`config.mk`:
```
export PLATFORM = sky130hd
export DESIGN_NAME = button_conditioner_flat
export DESIGN_NICKNAME = d
export VERILOG_FILES = /design/src/rtl/button_conditioner_if.sv /design/src/rtl/button_conditioner.sv /design/src/flat_wrapper.sv
export SDC_FILE = /design/constraint.sdc
export NUM_CORES = 1
export LEC_CHECK = 0
export CAP_MARGIN = 20
export CORE_MARGIN = 3
export CORE_UTILIZATION = 36
export DETAILED_ROUTE_END_ITERATION = 10
export GPL_TIMING_DRIVEN = 1
export PLACE_DENSITY_LB_ADDON = 0.12
export SLEW_MARGIN = 20
export SYNTH_ARGS = -nofsm -noshare
export SYNTH_HDL_FRONTEND = slang
export SYNTH_SLANG_ARGS = --single-unit
```
`constraint.sdc`:
```
create_clock -name Clk -period 1.56 [get_ports Clk]
set_input_delay 0.234 -clock Clk [delete_from_list [all_inputs] [get_ports Clk]]
set_output_delay 0.234 -clock Clk [all_outputs]
set_load 0.01 [all_outputs]
```
`src/rtl/button_conditioner_if.sv`:
```
// Push-button bundle: raw levels in, conditioned pulses and timebase tick out.
interface button_conditioner_if;
  logic NextRaw;
  logic UpRaw;
  logic SetTimeRaw;
  logic SetAlarmRaw;
  logic Next;
  logic Up;
  logic SetTime;
  logic SetAlarm;
  logic Count;

  modport master (
    output NextRaw, UpRaw, SetTimeRaw, SetAlarmRaw,
    input  Next, Up, SetTime, SetAlarm, Count
  );

  modport slave (
    input  NextRaw, UpRaw, SetTimeRaw, SetAlarmRaw,
    output Next, Up, SetTime, SetAlarm, Count
  );
endinterface

```
`src/rtl/button_conditioner.sv`:
```
// Synchronize, debounce and prioritise four buttons; divide clock into a tick.
// Optional Up auto-repeat enabled by defining UP_AUTO_REPEAT_EN.
module button_conditioner #(
  parameter int DB_CYCLES    = 4,
  parameter int TICK_DIV     = 50,
  parameter int REPEAT_DELAY = 16,
  parameter int REPEAT_RATE  = 8
) (
  input  logic Clk,
  input  logic Reset,
  button_conditioner_if.slave bus
);

  localparam int CW = $clog2(DB_CYCLES);
  localparam int TW = $clog2(TICK_DIV);

  if (DB_CYCLES < 2 || DB_CYCLES > 255 ||
      TICK_DIV < 2 || TICK_DIV > 65535 ||
      REPEAT_DELAY < 1 || REPEAT_RATE < 1) begin : g_param_err
    $error("button_conditioner: parameter out of range");
  end

  // channel order: 0 Next, 1 Up, 2 SetTime, 3 SetAlarm
  logic [3:0]    raw;
  logic [3:0]    sync1_q, sync2_q;
  logic [3:0]    stable_q, stable_d;
  logic [3:0]    prev_q;
  logic [3:0]    cand;
  logic [3:0]    out_q, out_d;
  logic [CW-1:0] db_q [4];
  logic [CW-1:0] db_d [4];
  logic [TW-1:0] tick_q, tick_d;
  logic          wrap;
  logic          count_q;
  logic          up_cand;

  assign raw = {bus.SetAlarmRaw, bus.SetTimeRaw,
                bus.UpRaw, bus.NextRaw};

  always_comb begin
    stable_d = stable_q;
    for (int i = 0; i < 4; i++) begin
      db_d[i] = '0;
      if (sync2_q[i] != stable_q[i]) begin
        if (db_q[i] == CW'(DB_CYCLES - 1))
          stable_d[i] = ~stable_q[i];
        else
          db_d[i] = db_q[i] + 1'b1;
      end
    end
  end

`ifdef UP_AUTO_REPEAT_EN
  logic [15:0] rpt_q, rpt_d;
  logic        first_q, first_d;
  logic        rpt_hit;

  // rpt_q counts cycles since the last Up candidate while held
  always_comb begin
    rpt_d   = rpt_q;
    first_d = first_q;
    rpt_hit = 1'b0;
    if (!stable_q[1]) begin
      rpt_d   = '0;
      first_d = 1'b0;
    end else if (!prev_q[1]) begin
      rpt_d   = 16'd1;
      first_d = 1'b1;
    end else begin
      rpt_hit = rpt_q == (first_q ? 16'(REPEAT_DELAY)
                                  : 16'(REPEAT_RATE));
      if (rpt_hit) begin
        rpt_d   = 16'd1;
        first_d = 1'b0;
      end else begin
        rpt_d = rpt_q + 16'd1;
      end
    end
  end

  always_ff @(posedge Clk or posedge Reset) begin
    if (Reset) begin
      rpt_q   <= '0;
      first_q <= 1'b0;
    end else begin
      rpt_q   <= rpt_d;
      first_q <= first_d;
    end
  end

  assign up_cand = (stable_q[1] & ~prev_q[1]) | rpt_hit;
`else
  assign up_cand = stable_q[1] & ~prev_q[1];
`endif

  assign cand = {stable_q[3] & ~prev_q[3],
                 stable_q[2] & ~prev_q[2],
                 up_cand,
                 stable_q[0] & ~prev_q[0]};

  // SetTime > SetAlarm > Next > Up; losers are dropped
  always_comb begin
    out_d = '0;
    if (cand[2])      out_d[2] = 1'b1;
    else if (cand[3]) out_d[3] = 1'b1;
    else if (cand[0]) out_d[0] = 1'b1;
    else if (cand[1]) out_d[1] = 1'b1;
  end

  assign wrap   = tick_q == TW'(TICK_DIV - 1);
  assign tick_d = wrap ? '0 : tick_q + 1'b1;

  always_ff @(posedge Clk or posedge Reset) begin
    if (Reset) begin
      sync1_q  <= '0;
      sync2_q  <= '0;
      stable_q <= '0;
      prev_q   <= '0;
      out_q    <= '0;
      tick_q   <= '0;
      count_q  <= 1'b0;
      for (int i = 0; i < 4; i++) db_q[i] <= '0;
    end else begin
      sync1_q  <= raw;
      sync2_q  <= sync1_q;
      stable_q <= stable_d;
      prev_q   <= stable_q;
      out_q    <= out_d;
      tick_q   <= tick_d;
      count_q  <= wrap;
      for (int i = 0; i < 4; i++) db_q[i] <= db_d[i];
    end
  end

  assign bus.Next     = out_q[0];
  assign bus.Up       = out_q[1];
  assign bus.SetTime  = out_q[2];
  assign bus.SetAlarm = out_q[3];
  assign bus.Count    = count_q;

endmodule

```
`src/flat_wrapper.sv`:
```
// flat-port wrapper written by rule: the top's interface ports become plain ports
module button_conditioner_flat 
#(
  parameter int DB_CYCLES    = 4,
  parameter int TICK_DIV     = 50,
  parameter int REPEAT_DELAY = 16,
  parameter int REPEAT_RATE  = 8
)
  (Clk, Reset, bus_NextRaw, bus_UpRaw, bus_SetTimeRaw, bus_SetAlarmRaw, bus_Next, bus_Up, bus_SetTime, bus_SetAlarm, bus_Count);
  button_conditioner_if bus_i ();
  input  logic Clk;
  input  logic Reset;
  input wire logic [$bits(bus_i.NextRaw)-1:0] bus_NextRaw;
  input wire logic [$bits(bus_i.UpRaw)-1:0] bus_UpRaw;
  input wire logic [$bits(bus_i.SetTimeRaw)-1:0] bus_SetTimeRaw;
  input wire logic [$bits(bus_i.SetAlarmRaw)-1:0] bus_SetAlarmRaw;
  output wire logic [$bits(bus_i.Next)-1:0] bus_Next;
  output wire logic [$bits(bus_i.Up)-1:0] bus_Up;
  output wire logic [$bits(bus_i.SetTime)-1:0] bus_SetTime;
  output wire logic [$bits(bus_i.SetAlarm)-1:0] bus_SetAlarm;
  output wire logic [$bits(bus_i.Count)-1:0] bus_Count;
  assign bus_i.NextRaw = bus_NextRaw;
  assign bus_i.UpRaw = bus_UpRaw;
  assign bus_i.SetTimeRaw = bus_SetTimeRaw;
  assign bus_i.SetAlarmRaw = bus_SetAlarmRaw;
  assign bus_Next = bus_i.Next;
  assign bus_Up = bus_i.Up;
  assign bus_SetTime = bus_i.SetTime;
  assign bus_SetAlarm = bus_i.SetAlarm;
  assign bus_Count = bus_i.Count;
  button_conditioner #(.DB_CYCLES(DB_CYCLES), .TICK_DIV(TICK_DIV), .REPEAT_DELAY(REPEAT_DELAY), .REPEAT_RATE(REPEAT_RATE)) u_core (.Clk(Clk), .Reset(Reset), .bus(bus_i));
endmodule
```
======== Word-level counts from Yosys, hierarchy flattened ========
Index checks and enable logic that the tools add are counted.
cells by class
  add/sub/neg operators ................... 5
  eq/ne operators ......................... 9
  mux-type cells .......................... 17
  bitwise operators ....................... 12
  reduce and logical (&&, ||, !) cells .... 4
operator list
  kind                                          number
  two-way mux 2 bit                             10
  adder 2 x 1 -> 2 bit (second input constant)  4
  == test 2 bit (second input constant)         4
  inverter 1 bit                                8
  AND reduction 2 bit                           4
  adder 6 x 1 -> 6 bit (second input constant)  1
  == test 6 bit (second input constant)         1
  two-way mux 1 bit                             6
  two-way mux 6 bit                             1
  AND 1 bit                                     4
  inequality test 1 bit                         4
word-level totals
  flip-flop bits (word level) ............. 35
  bits of input ports ..................... 6
  output and inout bits ................... 5
  logic and storage cells ................. 61

======== Depth between registers and ports, before layout ========
Gate-level depths: netlist (run 1).
  depth after elaboration ................. 6
  depth in mapped cells ................... 5
  mapped depth without buffers ............ 5

======== Worst setup path after synthesis (run 1) ========
No wires, ideal clock.
  path kind ............................... register to register
  start point ............................. reg u_core.tick_q[1]
  end point ............................... reg u_core.tick_q[2]
  library setup time ...................... 0.140 ns
  arrival ................................. 1.055 ns
  data required time ...................... 1.420 ns
  setup slack ............................. 0.365 ns
  cell stages (with the launch flop) ...... 6
  buffers on the path ..................... 0
  period minus slack after synthesis ...... 1.195 ns
  cells stage by stage .................... dfrtp_1 -> inv_1 -> ha_1 -> nand3_1 -> nor3_1 -> nor2_1
between the ends
  longest elaborated chain between the ends .. 2
  elaborated cells between the ends (all ways) .. 3
  those cells by class .................... add/sub (1); eq/ne (1); mux (1)
RTL lines
  what                    line                       text
  start, declared         button_conditioner.sv:32   logic [TW-1:0] tick_q, tick_d;
  start signal, assigned  button_conditioner.sv:129  tick_q <= tick_d;
  == test 6 bit           button_conditioner.sv:110  assign wrap = tick_q == TW'(TICK_DIV - 1);
  net u_core.wrap         button_conditioner.sv:33   logic wrap;
  two-way mux 6 bit       button_conditioner.sv:111  assign tick_d = wrap ? '0 : tick_q + 1'b1;
  net u_core.tick_d[2]    button_conditioner.sv:32
The timed path passes the listed nets, and every way through them passes these cells.
A chain may end at the register's enable or synchronous reset.

======== Final worst setup path (run 1) ========
  start point ............................. reg u_core.out_q[1]
  end point ............................... out bus_Up
RTL lines
  what                    line                       text
  start, declared         button_conditioner.sv:29   logic [3:0] out_q, out_d;
  start signal, assigned  button_conditioner.sv:128  out_q <= out_d;
  end, declared           flat_wrapper.sv:18         output wire logic [$bits(bus_i.Up)-1:0] bus_Up;
No word-level cell between the ends.

==> summary.md, run 1 <==
| Metric | Value |
|---|---|
| Slowest stage cell, crit path | `clkdlybuf4s50_1` |
| Top-count cell post-synth | `dfrtp_1` |
| Post-synthesis simple-gate area fraction | `0.111` |
| Main combinational cell family by area after synthesis | `simple AND/OR/NAND/NOR gates` |
| Count of warnings emitted by yosys | `0` |
| Number of buffers between clock root and the deepest sink | `2` |
| Setup tns final | `0 ps` |
| Worst min path class | `primary input to asynchronous set/reset pin` |
| Cts bufs inserted | `5` |
| Mux share of post-synthesis cell area | `0.0279` |
| Final cell count without fillers | `147` |
| Buffers inserted during post-CTS setup optimization | `0` |
| Worst hold margin | `approximately 240 ps` |
| Finish-stage setup viols | `0` |
| # Max-Cap Violations | `0` |
| Setup repair after global routing missed its margin | `no` |
| Startpoint-to-endpoint class of the critical path | `register to primary output` |
| Vias in the first global route | `670` |
| Number of antenna diodes | `0` |
| Flip-flop cell with the highest count after synthesis | `dfrtp_1` |
| Number of distinct library cells after synthesis | `18` |
| Highest Clock Rate | `about 0.70 GHz` |
| Drt total wl | `about 1600 um` |
| CTS Hold Buffers Added | `0` |
| Static Leak | `roughly 0.66 nW` |
| Via density per instance | `4.37` |
| Fraction of final layout cells sized beyond drive strength 1 | `0.126` |
| Area enclosed by the die boundary | `4100 sq um` |
| Synthesized flop and latch total | `35` |
| Top cells by area in the synthesized netlist | `dfrtp_1, ha_1, xnor2_1, mux2_2, nor2b_1` |
| Data required time at the worst endpoint | `between 1000 and 1500 ps` |
| CP startpoint kind | `register` |
| Fraction of the mapped netlist area in adder cells | `0.0619` |
| Area growth from synthesis to layout | `20.7%` |
| Time the final worst path needs with I/O delays and setup | `approximately 1400 ps` |
| Antenna Nets Post-Route | `0` |
| Endpoint arrival time on the critical path | `1200 ps` |
| Clk_skew | `between 9 and 10 ps` |
| Clock insertion delay at the later pin of the skew report | `approximately 330 ps` |
| 1st-pass router iterations | `4` |
| Leading area contributor after synthesis | `dfrtp_1` |
| Post-route setup slack | `128 ps` |
| Critical Path, Cell by Cell | `clkdlybuf4s50_1` |
| Number of placement rows | `20` |
| Die Height | `64.0 um` |
| Critical path buffer and inverter count | `1` |
| Overall routing resource usage | `0.0972` |
| Slew headroom | `0.828` |
| Number of pins exceeding their max-slew limit in the final report | `0` |
| Power density of the placed cells | `roughly 1600 nW/um^2` |
| Result of the run | `complete, no violations` |
| Share of synthesized flip-flops with an asynchronous set or reset | `1.00` |
| Placeable Area | `3130 sq um` |
| Setup slack after placement | `351 ps` |
| Endpoint class of the critical path | `primary output` |
| Area fraction of the dominant cell type after synthesis | `0.722` |
| Starting density of the core | `0.388` |
| Worst-margin pin slew | `255 ps` |
| Cell Count Post-Placement | `~140` |
| Pin count of the biggest net entering global routing | `36` |
| Mean post-synth cell area | `14.6 sq um` |
| Post-Synthesis Net Count | `between 90 and 100` |
| Count of buffers from port buffering | `10` |
| CTS tree | `built` |
| I/O pin count | `11` |
| DPL Wire Length | `1110 um` |
| CTS resizes | `0` |
| Kind of cell with the highest combined delay on the critical path | `buffers and inverters` |
| Number of antenna violations at the first check in global routing | `0` |
| DR vias | `642` |
| Number of enable-type register cells in the synthesized netlist | `0` |
| Overall overflow remaining after global route | `0` |
| Final Hold Vio Count | `0` |
| Number of sinks handled by clock tree synthesis | `35` |
| Compound-cell area share of the yosys netlist | `0.0165` |
| Global-route wire length before repair | `~3000 um` |
| Mapped cell area | `1210 sq um` |
| Final period utilization | `0.918` |
| Remaining routing DRC violations | `0` |
| Global placer's final weighted congestion | `0.733` |
| Worst path max stage delay | `around 530 ps` |
| Width of the die | `64.0 um` |
| Cell at the root of the clock tree | `clkbuf_4` |
| Largest voltage drop on the vdd net | `0.566 mV` |
| Synth Area in XOR/XNOR | `0.0506` |
| Synthesized instance count | `83` |
| Average wire per cell in the routed design | `approximately 11 um` |
| CP max FO | `1` |
| Number of H-tree levels | `2` |
| CTS clock-pin slew for the worst setup and hold paths | `100 ps` |
| Register area share after synthesis | `0.722` |
| Starting DRC count in detailed routing | `32` |
| List of most frequent post-synthesis cells | `dfrtp_1, ha_1, nor2_1, xnor2_1` |
| Number of nets in the final layout | `114` |
-- path summary, 6_finish.rpt --
path                                             start                           to  slack (ps)  cells after the start
min                                              Reset    u_core.out_q[3]$_DFF_PP0_         240                      3
max                          u_core.out_q[1]$_DFF_PP0_                       bus_Up         130                      1
max reg2reg                 u_core.tick_q[1]$_DFF_PP0_   u_core.tick_q[5]$_DFF_PP0_         360                      6
min reg2reg                u_core.sync1_q[0]$_DFF_PP0_  u_core.sync2_q[0]$_DFF_PP0_         360                      0
max in group asynchronous                        Reset   u_core.tick_q[5]$_DFF_PP0_        1150                      3
min in group Clk                           bus_NextRaw  u_core.sync1_q[0]$_DFF_PP0_         340                      1
-- registers in the layout, indices dropped and copies added (netlist names) --
signal and flops:
u_core.sync2_q 4, u_core.tick_q 6, u_core.stable_q 4, u_core.db_q 8
u_core.bus.Count 1, u_core.prev_q 4, u_core.out_q 4, u_core.sync1_q 4
-- layout make-up --
class | count | area, sq um
Tap cell | 44 | 55.1
Clock buffer | 8 | 68.8
Timing Repair Buffer | 12 | 128
Multi-Input combinational cell | 45 | 325
Fill cell | 293 | 1660
Inverter | 3 | 11.3
Sequential cell | 35 | 876
-- logic make-up after synthesis --
logic type,count (synthesis)
buffers and inverters,3
DFF,35
adders and majority gates,6
muxes,3
AOI/OAI and AO/OA,4
and+or+nand+nor,25
xor gates and xnor gates,7
-- through the flow --
| stage | power [mW] | cell area (sq um) | util |
|---|---|---|---|
| 3_3_place_gp | 1.75 | 1400 | 0.446 |
| 3_5_place_dp | 1.79 | 1400 | 0.446 |
| 5_1_grt | 2.47 | 1460 | 0.468 |
| 6_report | 2.29 | 1460 | 0.468 |
| 4_1_cts | 2.33 | 1460 | 0.468 |
| 2_1_floorplan | 1.58 | 1210 | - |
-- layer usage --
metal,wire length (um),share of wire,track usage,vias to the layer above
li1,-,-,-,312
met1,698,0.44,0.115,313
met2,740,0.47,0.137,12
met3,93,0.059,0.0492,5
met4,39,0.025,0.0647,0
met5,0,0,0,-
-- placed cells by master, fill, tap and decap left out, types with 2 or more instances in the layout --
master           netlist  layout
o21ai_0                3       3
nand2_1                2       2
nor2b_1                5       5
mux2_2                 3       3
nor2_1                 6       6
ha_1                   6       6
dfrtp_1               35      35
inv_1                  3       3
nor3_1                 5       5
nand3_1                2       2
xnor2_1                6       6
clkdlybuf4s50_1        0      10
clkbuf_8               0       2
clkbuf_4               0       5
-- where the power goes --
part | internal [mW] | switching [mW] | leakage [nW]
clock network | 0.265 | 0.270 | 0.0386
logic | 0.281 | 0.198 | 0.186
registers | 1.15 | 0.124 | 0.431
Power figures use the tool's default switching activity.
==> run 2, diff against run 1 <==
Settings changed: CAP_MARGIN 20 to 40, CORE_MARGIN 3 to not set.
==> run 2 against run 1 <==
  * Sequential power is essentially flat
  * Non-clock buffer count is the same
  * Global-route usage grew 1.5 points
  * Flip-flop and latch count is the same
  * Largest cell class unchanged
  * Largest power group unchanged
  * Via count grew 0.93%
  * Critical path depth is the same
  * Die area shrank 12%
  * Critical endpoint is now bus_Count
  * Design area shrank 1.7%
  * Count of clock-buffer cells in the layout shrank 2
  * Total power shrank 2.9%
==> summary.md, run 2 (synthesized netlist as in run 1, its figures left out) <==
| Metric | Value |
|---|---|
| Cts bufs inserted | `5 (unchanged)` |
| Starting density of the core | `0.388 (unchanged)` |
| Count of buffers from port buffering | `10 (unchanged)` |
| Crit path launch | `u_core.bus.Count$_DFF_PP0_` |
| Share of power burned in the clock network | `0.220 (-0.014)` |
| Die Height | `60.0 um (-6.2%)` |
| Static Leak | `0.646 nW (-1.4%)` |
| Worst-margin pin slew | `421 ps (+166 ps)` |
| Number of placement rows | `20 (unchanged)` |
| I/O pin count | `11 (unchanged)` |
| Number of H-tree levels | `2 (unchanged)` |
| Setup tns final | `0 ps (unchanged)` |
| Pin count of the biggest net entering global routing | `36 (unchanged)` |
| Most used cells in the layout excluding fill and tap cells | `dfrtp_1, clkdlybuf4s50_1, nor2_1, xnor2_1, ha_1` |
| Worst min path class | `primary input to asynchronous set/reset pin` |
| DR vias | `648 (+0.93%)` |
| Part of the total power dissipated in sequential elements | `0.571 (+0.015)` |
| CTS tree | `built` |
| Average wire per cell in the routed design | `10.5 um (-1.8%)` |
| Fillers | `291 (-0.68%)` |
| Share of power burned in combinational logic | `0.209 (about the same)` |
| Area of combinational cells with multiple inputs | `325 sq um (unchanged)` |
| R2R Path Start | `u_core.tick_q[1]$_DFF_PP0_` |
| Area enclosed by the die boundary | `3600 sq um (-12%)` |
| Slew headroom | `0.719 (-0.109)` |
| Fraction of final layout cells sized beyond drive strength 1 | `0.127 (+0.00124)` |
| Number of pins exceeding their max-slew limit in the final report | `0 (unchanged)` |
| Clock insertion delay at the later pin of the skew report | `330 ps (about the same)` |
| Startpoint-to-endpoint class of the critical path | `register to primary output` |
| Highest Clock Rate | `0.698 GHz (about the same)` |
| Global placer's final weighted congestion | `0.742 (+1.3%)` |
| Clk_skew | `9.72 ps (+0.527 ps)` |
| Time the final worst path needs with I/O delays and setup | `1430 ps (+0.499 ps)` |
| Setup repair after global routing missed its margin | `no` |
| Core occupancy in the finished layout | `0.460 (-0.00800)` |
| Worst r2r path cells | `6 (unchanged)` |
| Number of antenna violations at the first check in global routing | `0 (unchanged)` |
| Kind of cell with the highest combined delay on the critical path | `buffers and inverters` |
| CP max FO | `1 (unchanged)` |
| Power density of the placed cells | `1540 nW/um^2 (-1.2%)` |
| Biggest register | `u_core.db_q` |
| Sw power | `0.589 mW (-0.69%)` |
| Number of sinks handled by clock tree synthesis | `35 (unchanged)` |
| Placeable Area | `3130 sq um (unchanged)` |
| CTS Hold Buffers Added | `0 (unchanged)` |
| Data required time at the worst endpoint | `1330 ps (about the same)` |
| Drt total wl | `1530 um (-2.4%)` |
| Area taken by flip-flops and latches | `876 sq um (unchanged)` |
| Width of the die | `60.0 um (-6.2%)` |
| Most common cell after layout, fill and taps aside | `dfrtp_1` |
| # Max-Cap Violations | `0 (unchanged)` |
| Vias in the first global route | `605 (-9.7%)` |
| 1st-pass router iterations | `4 (unchanged)` |
| Result of the run | `complete, no violations` |
| Flip-flop count of the largest register after layout | `8 (unchanged)` |
| Switching portion of total power | `0.265 (+0.00581)` |
| Endpoint arrival time on the critical path | `1200 ps (about the same)` |
| DPL Wire Length | `1020 um (-8.6%)` |
| Cell area after layout | `1440 sq um (-1.7%)` |
| Starting DRC count in detailed routing | `23 (-28%)` |
| Slowest stage cell, crit path | `clkdlybuf4s50_1` |
| Area of placed instances | `1380 sq um (-0.90%)` |
| Number of nets in the final layout | `114 (unchanged)` |
| Largest voltage drop on the vdd net | `0.493 mV (-13%)` |
| Final period utilization | `0.918 (about the same)` |
| Finish-stage setup viols | `0 (unchanged)` |
| CP startpoint kind | `register` |
| Worst path max stage delay | `520 ps (about the same)` |
| Overall overflow remaining after global route | `0 (unchanged)` |
| CTS resizes | `0 (unchanged)` |
| Critical path buffer and inverter count | `1 (unchanged)` |
| Global-route wire length before repair | `2690 um (-8.4%)` |
| Cell at the root of the clock tree | `clkbuf_4` |
| Area growth from synthesis to layout | `18.7%` |
| Final Hold Vio Count | `0 (unchanged)` |
| Antenna Nets Post-Route | `0 (unchanged)` |
| Endpoint class of the critical path | `primary output` |
| Overall routing resource usage | `0.112 (+0.0152)` |
| Buffers inserted during post-CTS setup optimization | `0 (unchanged)` |
| Remaining routing DRC violations | `0 (unchanged)` |
| Number of buffers between clock root and the deepest sink | `2 (unchanged)` |
| Design internal power | `1.63 mW (-3.6%)` |
| Critical Path, Cell by Cell | `clkdlybuf4s50_1` |
| Number of antenna diodes | `0 (unchanged)` |
| Total stage count of the critical path | `1 (unchanged)` |
| CTS clock-pin slew for the worst setup and hold paths | `100 ps (about the same)` |
| Largest registers ranked by flip-flop count | `u_core.db_q (8), u_core.tick_q (6)` |
| Via density per instance | `4.44 (+1.6%)` |
## run 2: area by class of cell
cell class	count	share of cell area
clock inverter	1	0.00348
multi-input combinational	45	0.226
clock buffer	6	0.0357
timing repair buffer	12	0.0800
inverter	3	0.00783
sequential	35	0.609
tap	44	0.0383
## run 2: power groups by stage
stage / Combinational, mW / Clock (mW) / Sequential (mW)
2_1_floorplan: 0.293 / 0 / 1.29
3_3_place_gp: 0.467 / 0 / 1.28
3_5_place_dp: 0.470 / 0 / 1.30
4_1_cts: 0.476 / 0.525 / 1.28
5_1_grt: 0.536 / 0.549 / 1.30
6_report: 0.465 / 0.488 / 1.27
## run 2: per-layer routing
metal,global-route usage,share of wire,up-vias
met1,0.123,0.45,316
li1,-,-,313
met4,0.110,0.043,0
met3,0.0390,0.044,7
met5,0,0,-
met2,0.167,0.46,12
## run 2: final timing paths
check                                                      end  slack [ps]
worst min-delay path            u_core.stable_q[0]$_DFFE_PP0P_         280
worst max register to register      u_core.tick_q[2]$_DFF_PP0_         280
max in group asynchronous             u_core.db_q[0]$_DFF_PP0_         980
min in group Clk                   u_core.sync1_q[2]$_DFF_PP0_         330
worst min register to register     u_core.sync2_q[3]$_DFF_PP0_         360
worst max-delay path                                 bus_Count         130
## run 2: stage by stage
step,hold WS [ps],cells,total power [mW],setup slack (ps)
2_1_floorplan,265,83,1.58,365
3_3_place_gp,332,139,1.75,346
3_5_place_dp,337,139,1.76,290
4_1_cts,269,146,2.28,86.4
5_1_grt,306,146,2.39,67.5
6_report,278,146,2.22,128
